<file path="src/rtl/uart_rx_deserializer.sv">
// uart_rx_deserializer
//   UART receive front end: 2-flop input synchronizer, free-running 16x
//   oversampling tick generator and frame FSM (start, DATA_BITS data bits
//   LSB first, no parity, stop bit of SB_TICK oversample ticks).
//   rx_done/rx_data connect straight to a receive FIFO write port.
// Ports:
//   clk          system clock
//   reset        asynchronous, active-high reset
//   rx           asynchronous serial line, idle high
//   rx_data      last correctly received word
//   rx_done      one-clk strobe when rx_data is updated
//   framing_err  one-clk strobe when the stop bit is sampled low
//   busy         high whenever the FSM is not idle
module uart_rx_deserializer #(
  parameter int DATA_BITS = 8,
  parameter int SB_TICK   = 16,
  parameter int CLK_DIV   = 651,
  parameter int DIV_WIDTH = 10
) (
  input  logic                 clk,
  input  logic                 reset,
  input  logic                 rx,
  output logic [DATA_BITS-1:0] rx_data,
  output logic                 rx_done,
  output logic                 framing_err,
  output logic                 busy
);

  // s must hold 15 (data bits) as well as SB_TICK-1 (1.5/2 stop bits)
  localparam int S_W = (SB_TICK > 16) ? $clog2(SB_TICK) : 4;
  localparam int N_W = (DATA_BITS > 1) ? $clog2(DATA_BITS) : 1;

  typedef enum logic [2:0] {IDLE, START, DATA, STOP, WAIT_IDLE} state_t;

  // synchronizer; flops reset to the idle (high) line level
  logic rx_m, rx_s;
  always_ff @(posedge clk or posedge reset) begin
    if (reset) begin
      rx_m <= 1'b1;
      rx_s <= 1'b1;
    end else begin
      rx_m <= rx;
      rx_s <= rx_m;
    end
  end

  // free-running oversample tick; never realigned to the start edge
  logic [DIV_WIDTH-1:0] div_cnt;
  logic                 tick;
  assign tick = (div_cnt == DIV_WIDTH'(CLK_DIV - 1));

  always_ff @(posedge clk or posedge reset) begin
    if (reset)     div_cnt <= '0;
    else if (tick) div_cnt <= '0;
    else           div_cnt <= div_cnt + DIV_WIDTH'(1);
  end

  state_t               state_q, state_d;
  logic [S_W-1:0]       s_q, s_d;
  logic [N_W-1:0]       n_q, n_d;
  logic [DATA_BITS-1:0] shift_q, shift_d, data_d;
  logic                 done_d, ferr_d;

  always_ff @(posedge clk or posedge reset) begin
    if (reset) begin
      state_q     <= IDLE;
      s_q         <= '0;
      n_q         <= '0;
      shift_q     <= '0;
      rx_data     <= '0;
      rx_done     <= 1'b0;
      framing_err <= 1'b0;
    end else begin
      state_q     <= state_d;
      s_q         <= s_d;
      n_q         <= n_d;
      shift_q     <= shift_d;
      rx_data     <= data_d;
      rx_done     <= done_d;
      framing_err <= ferr_d;
    end
  end

  always_comb begin
    state_d = state_q;
    s_d     = s_q;
    n_d     = n_q;
    shift_d = shift_q;
    data_d  = rx_data;
    done_d  = 1'b0;
    ferr_d  = 1'b0;
    unique case (state_q)
      // start edge is looked for every clk, not only on tick
      IDLE: if (!rx_s) begin
        s_d     = '0;
        state_d = START;
      end
      START: if (tick) begin
        if (s_q == S_W'(7)) begin
          if (!rx_s) begin
            s_d     = '0;
            n_d     = '0;
            state_d = DATA;
          end else begin
            state_d = IDLE;  // line went back high: glitch, drop it
          end
        end else begin
          s_d = s_q + S_W'(1);
        end
      end
      DATA: if (tick) begin
        if (s_q == S_W'(15)) begin
          s_d     = '0;
          shift_d = {rx_s, shift_q[DATA_BITS-1:1]};
          if (n_q == N_W'(DATA_BITS - 1)) state_d = STOP;
          else                            n_d     = n_q + N_W'(1);
        end else begin
          s_d = s_q + S_W'(1);
        end
      end
      STOP: if (tick) begin
        if (s_q == S_W'(SB_TICK - 1)) begin
          if (rx_s) begin
            data_d  = shift_q;
            done_d  = 1'b1;
            state_d = IDLE;
          end else begin
            ferr_d  = 1'b1;
            state_d = WAIT_IDLE;
          end
        end else begin
          s_d = s_q + S_W'(1);
        end
      end
      // a held-low line (break) must go high before a new frame can start
      WAIT_IDLE: if (rx_s) state_d = IDLE;
      default: state_d = IDLE;
    endcase
  end

  assign busy = (state_q != IDLE);

endmodule

</file>
<file path="config.mk">
export PLATFORM = sky130hd
export DESIGN_NAME = uart_rx_deserializer
export DESIGN_NICKNAME = d
export VERILOG_FILES = /design/src/rtl/uart_rx_deserializer.sv
export SDC_FILE = /design/constraint.sdc
export NUM_CORES = 1
export LEC_CHECK = 0
export BUFFER_PORTS_ARGS = -buffer_cell sky130_fd_sc_hd__buf_2
export CAP_MARGIN = 20
export CELL_PAD_IN_SITES_DETAIL_PLACEMENT = 0
export CELL_PAD_IN_SITES_GLOBAL_PLACEMENT = 1
export CORE_MARGIN = 3
export CORE_UTILIZATION = 51
export CTS_CLUSTER_SIZE = 14
export DETAILED_ROUTE_END_ITERATION = 10
export PLACE_DENSITY = 0.83
export SLEW_MARGIN = 0
export SYNTH_ARGS = -nofsm -noshare
export SYNTH_HDL_FRONTEND = slang
export SYNTH_SLANG_ARGS = --single-unit
</file>
<file path="constraint.sdc">
create_clock -name clk -period 3.7 [get_ports clk]
set_input_delay 0.925 -clock clk [delete_from_list [all_inputs] [get_ports clk]]
set_output_delay 0.925 -clock clk [all_outputs]
set_load 0.05 [all_outputs]
</file>
Yosys cells after proc, flatten, opt, wreduce, memory -nomap -nowiden

Cells that the tools add are included.

Add/subtract/negate cells: 3
Equality and inequality tests: 20
Multiplexer cells: 36
Reduce and logical (&&, ||, !) cells: 9

Operator list:

| cell                                                                   | count |
|---|---|
| 3-bit two-way mux                                                      | 16 |
| 4-bit two-way mux                                                      | 7 |
| 2-bit inequality test (second input constant)                          | 12 |
| 4-bit case mux with 4 select lines                                     | 1 |
| 3-bit case mux with 5 select lines                                     | 1 |
| 10-bit by 1-bit adder with 10-bit output (second input constant)       | 1 |
| 10-bit equality test (second input constant)                           | 1 |
| 10-bit two-way mux                                                     | 1 |
| 9-bit AND reduction                                                    | 1 |
| 1-bit two-way mux                                                      | 8 |
| 7-bit AND reduction                                                    | 1 |
| 3-bit by 2-bit equality test with 1-bit output (second input constant) | 2 |
| 3-bit equality test (second input constant)                            | 2 |
| 3-bit case mux with 2 select lines                                     | 1 |
| 5-bit AND reduction                                                    | 1 |
| 4-bit by 1-bit adder with 4-bit output (second input constant)         | 1 |
| 4-bit by 3-bit equality test with 1-bit output (second input constant) | 1 |
| 4-bit equality test (second input constant)                            | 1 |
| 4-bit AND reduction                                                    | 1 |
| 4-bit nonzero test                                                     | 1 |
| 3-bit by 1-bit adder with 3-bit output (second input constant)         | 1 |
| 3-bit by 1-bit equality test with 1-bit output (second input constant) | 1 |
| 3-bit zero test                                                        | 1 |
| 3-bit AND reduction                                                    | 1 |
| other kinds (3)                                                        | 3 |

Register bits: 40
Input port bits: 3

Longest topological paths before layout

Depth after elaboration: 5
Mapped depth: 7
Gate-level depth less buffers: 6

Worst setup path after synthesis

No wires, ideal clock.

Kind: reg-to-output
From: reg state_q[0]
To: out busy
Data arrival time: 1.141 ns
Required time: 2.775 ns
Slack: 1.634 ns
Cell stages (with the launch flop): 5
Buffers on the path: 2
Path through: dfrtp_1 -> clkbuf_2 -> clkbuf_1 -> nor2_1 -> nand2_1

Longest elaborated chain between the ends: 1

Ends and longest elaborated chain:

| element                  | RTL line | source |
|---|---|---|
| start: declaration       | 58       | `state_t state_q, state_d;` |
| start signal: assignment | 74       | `state_q <= state_d;` |
| 3-bit nonzero test       | 141      | `assign busy = (state_q != IDLE);` |
| end: declaration         | 26       | `output logic busy` |

No other way between the ends.

Worst setup path after layout

Ends and elaborated chain as after synthesis.

==> impl_results.rst <==
.. list-table::
   :header-rows: 1

   * - Metric
     - Value
   * - Cell row count
     - 21
   * - Total CTS buffers
     - 5
   * - Number of global-route vias before repair
     - 1211
   * - Setup repair after global routing missed its margin
     - false
   * - H-tree depth
     - 2
   * - Overflow left after global routing
     - 0
   * - Wire length of the first global-routing pass
     - 5.71 mm
   * - Cells on worst reg2reg path
     - 6
   * - Seq pwr share
     - 60.1%
   * - Placer's final routability congestion estimate
     - 0.942
   * - Share of synthesized area occupied by flip-flops and latches
     - 51.8%
   * - Critical path peak fanout
     - 15
   * - Clock insertion delay at the later pin of the skew report
     - 0.30 ns
   * - Worst setup EP type
     - primary output
   * - Worst-path cell with the longest stage delay
     - sky130_fd_sc_hd__dfrtp_1
   * - Final number of hold-violating endpoints
     - 0
   * - Post-CTS setup buffers
     - 0
   * - Multi-input combinational cell area
     - 881 sq um
   * - Path type of the worst setup path
     - reg -> out
   * - Top cells by area in the synthesized netlist
     - sky130_fd_sc_hd__dfrtp_1 49%, sky130_fd_sc_hd__mux2_2 12%, sky130_fd_sc_hd__nor2_1 3.3%, sky130_fd_sc_hd__ha_1 3.2%, sky130_fd_sc_hd__dfstp_2 2.7%
   * - Number of input and output port buffers inserted
     - 13
   * - Cell chain of the critical path
     - nor2_1, nand2_1, buf_2
   * - Initial cell density of the core
     - 55.4%
   * - WP buf/inv
     - 1
   * - Syn Nets
     - 171
   * - Category of cells accounting for the largest share of critical-path delay
     - flip-flops
   * - Pwr/cell area
     - 345 mW/mm^2
   * - TritonRoute pass-1 iters
     - 4
   * - Clock Pin Slew Worst Setup and Hold Paths
     - 0.07 ns
   * - Number of hold buffers added after cts
     - 0
   * - Floorplan core area
     - 0.00349 sq mm
   * - Count of routing violations after the opening detailed-route iteration
     - 159
   * - Number of enable flip-flop cells after synthesis
     - 0
   * - Slew Limit Headroom
     - 56.8%
   * - Max incr delay on CP
     - 0.60 ns
   * - Clock Skew
     - 0.0115 ns
   * - Most numerous cell types in the synthesized netlist
     - 38 x sky130_fd_sc_hd__dfrtp_1, 20 x sky130_fd_sc_hd__mux2_2, 17 x sky130_fd_sc_hd__nor2_1
   * - Synthesized area divided by synthesized cell count
     - 11.9 sq um
   * - Clock tree from TritonCTS
     - yes
   * - Data arrival time of the critical path
     - 1.33 ns
   * - Number of synthesis warnings
     - 0
   * - Hold/Removal Path Class
     - reg -> reg
   * - Max-cap viol count
     - 0
   * - Top Ports
     - 14
   * - Via count normalized by instance count
     - 5.72
   * - Clock Path Buffers
     - 2
   * - Remaining number of nets flagged by the antenna check after routing
     - 0
   * - Part of the total power dissipated in the clock network
     - 38.3%
   * - Worst Hold Depth
     - 0
   * - Worst R2R Setup Slack
     - 1.54 ns
   * - GRT Resource Usage Total
     - 17.2%
   * - Post-DR wirelength/cell
     - 15.0 um
   * - Routed wire length
     - 3.37 mm
   * - Static power due to leakage
     - 1.02 nW
   * - Proportion of layout cells with a drive suffix above 1
     - 29.8%
   * - CP required
     - 2.77 ns
   * - Final nets
     - 185
   * - Minimum period implied by the final worst setup slack
     - 2.26 ns
   * - Endpoints failing setup
     - 0
   * - Ant. Diodes
     - 0
   * - Worst-margin pin slew
     - 0.644 ns
   * - Syn Inst Count
     - 163
   * - Area grow syn2layout
     - 9.56%
   * - Async set-reset flop share out of synthesis
     - 100%
   * - Final clock period utilization by the worst path
     - 61.0%
   * - Top FF cell, synth
     - sky130_fd_sc_hd__dfrtp_1
   * - Peak ir drop on the vdd network
     - 0.224 mV
   * - Die extent in x
     - 67.6 um
   * - Cell-internal power
     - 0.576 mW
   * - Cell Count, Final, Fillers Out
     - 224
   * - Post-synth top area share
     - 49.1%
   * - Count of vias placed by the detailed router
     - 1282
   * - Height of the die
     - 67.6 um
   * - Number of logic stages on the critical path including buffering
     - 3
   * - Total half-perimeter wirelength after legalization and detailed placement
     - 2.41 mm
   * - Post-synthesis sequential element count
     - 40
   * - Result of the run
     - finished clean
   * - Setup total negative slack
     - 0 ns
   * - Sequential standard cell area
     - 0.00100 sq mm
   * - Distinct cell type count after synthesis
     - 47
   * - Setup crit start kind
     - flip-flop
   * - Maximum number of pins on one net before global-route repair
     - 41
   * - Total Die Area
     - 0.00457 sq mm
   * - Post-synthesis instance area
     - 0.00194 sq mm
   * - Max Clock Freq
     - 443 MHz
   * - Portion of total power attributed to combinational logic
     - 1.6%
   * - Post-synth top area cell
     - sky130_fd_sc_hd__dfrtp_1
   * - Sinks on Clock Net
     - 40
   * - DRC Markers
     - 0
   * - Count of final max-slew check failures
     - 0
   * - Filler Cells Inserted
     - 289
   * - Clock Root Buffer
     - sky130_fd_sc_hd__clkbuf_8
   * - Gates resized, CTS repair
     - 0
   * - Sw Ratio
     - 21.4%
   * - Psw
     - 0.157 mW
   * - Antenna violations before repair
     - 0
   * - Placed insts
     - 216
   * - Most frequent cell after synthesis
     - sky130_fd_sc_hd__dfrtp_1
==> per-layer routing <==
layer,up-vias,GRT usage (%),routed length [um],share of wire (%)
met1,629,22.1,1520,45
met2,38,25.9,1620,48
met4,0,9.11,58,1.7
met3,7,5.16,166,4.9
li1,608,-,-,-
met5,-,0,0,0
==> power by group through the flow <==
stage / clock, mW / combinational, mW / sequential [mW]
finish: 0.281 / 0.0117 / 0.440
global placement: 0 / 0.0120 / 0.449
floorplan: 0 / 0.00816 / 0.448
CTS: 0.291 / 0.0124 / 0.440
global route: 0.312 / 0.0137 / 0.440
detailed placement: 0 / 0.0124 / 0.449
==> kinds of logic (layout without fill, tap and decap cells) <==
kind of cell,count (synthesis),count (layout),share of synthesized area (%)
compound gates,16,16,6.59
fa+ha+maj,5,5,3.23
buf+inv,13,28,2.71
simple gates,55,55,17.5
mux,23,23,13.2
flops,40,40,51.8
xor+xnor,11,11,4.97
==> registers in the layout, summed over array words and instances, names as in the netlist <==
signal / count
rx_s: 1
n_q: 3
rx_data: 8
rx_m: 1
state_q: 3
shift_q: 8
framing_err: 1
rx_done: 1
s_q: 4
div_cnt: 10
==> layout make-up <==
class                   count  area share (%)
flip-flops and latches     40            47.3
repair buffers             14            3.42
clock buffers               7            3.60
inverters                   6            1.06
multi-input cells         110            41.5
clock inverters             1           0.413
well taps                  46            2.71
==> per-stage QoR <==
stage               area [sq um]  total power, mW  setup slack, ns  hold WS (ns)  util (%)
finish                      2120            0.733             1.44         0.357      60.7
floorplan                   1940            0.456             1.63         0.345         -
CTS                         2120            0.743             1.44         0.363      60.7
global placement            2040            0.461             1.56         0.347      58.3
global route                2120            0.766             1.36         0.371      60.7
detailed placement          2040            0.461             1.51         0.350      58.3
==> cells in the final DEF, fill, tap and decap left out, types with 2 or more instances in the layout <==
cell,Yosys,layout
sky130_fd_sc_hd__dfrtp_1,38,38
sky130_fd_sc_hd__mux2_2,20,20
sky130_fd_sc_hd__nor2_1,17,17
sky130_fd_sc_hd__buf_2,2,13
sky130_fd_sc_hd__nand2_1,8,8
sky130_fd_sc_hd__nand3_1,7,7
sky130_fd_sc_hd__xnor2_1,6,6
sky130_fd_sc_hd__inv_1,6,6
sky130_fd_sc_hd__xor2_1,5,5
sky130_fd_sc_hd__ha_1,5,5
sky130_fd_sc_hd__clkbuf_8,0,5
sky130_fd_sc_hd__a31oi_1,3,3
sky130_fd_sc_hd__mux2i_1,3,3
sky130_fd_sc_hd__and3_1,2,2
sky130_fd_sc_hd__nor3_1,2,2
sky130_fd_sc_hd__and3_2,2,2
sky130_fd_sc_hd__nor2b_1,2,2
sky130_fd_sc_hd__clkbuf_1,4,2
sky130_fd_sc_hd__dfstp_2,2,2
==> path summary, 6_finish.rpt <==
check | from | to
min in group asynchronous | reset | rx_data[6]
setup reg to reg | div_cnt[0] | rx_data[1]
max in group asynchronous | reset | rx_s
hold / removal | rx_m | rx_s
hold reg to reg | rx_m | rx_s
setup / recovery | state_q[0] | busy
No activity file was read; power rests on OpenSTA's default activity.
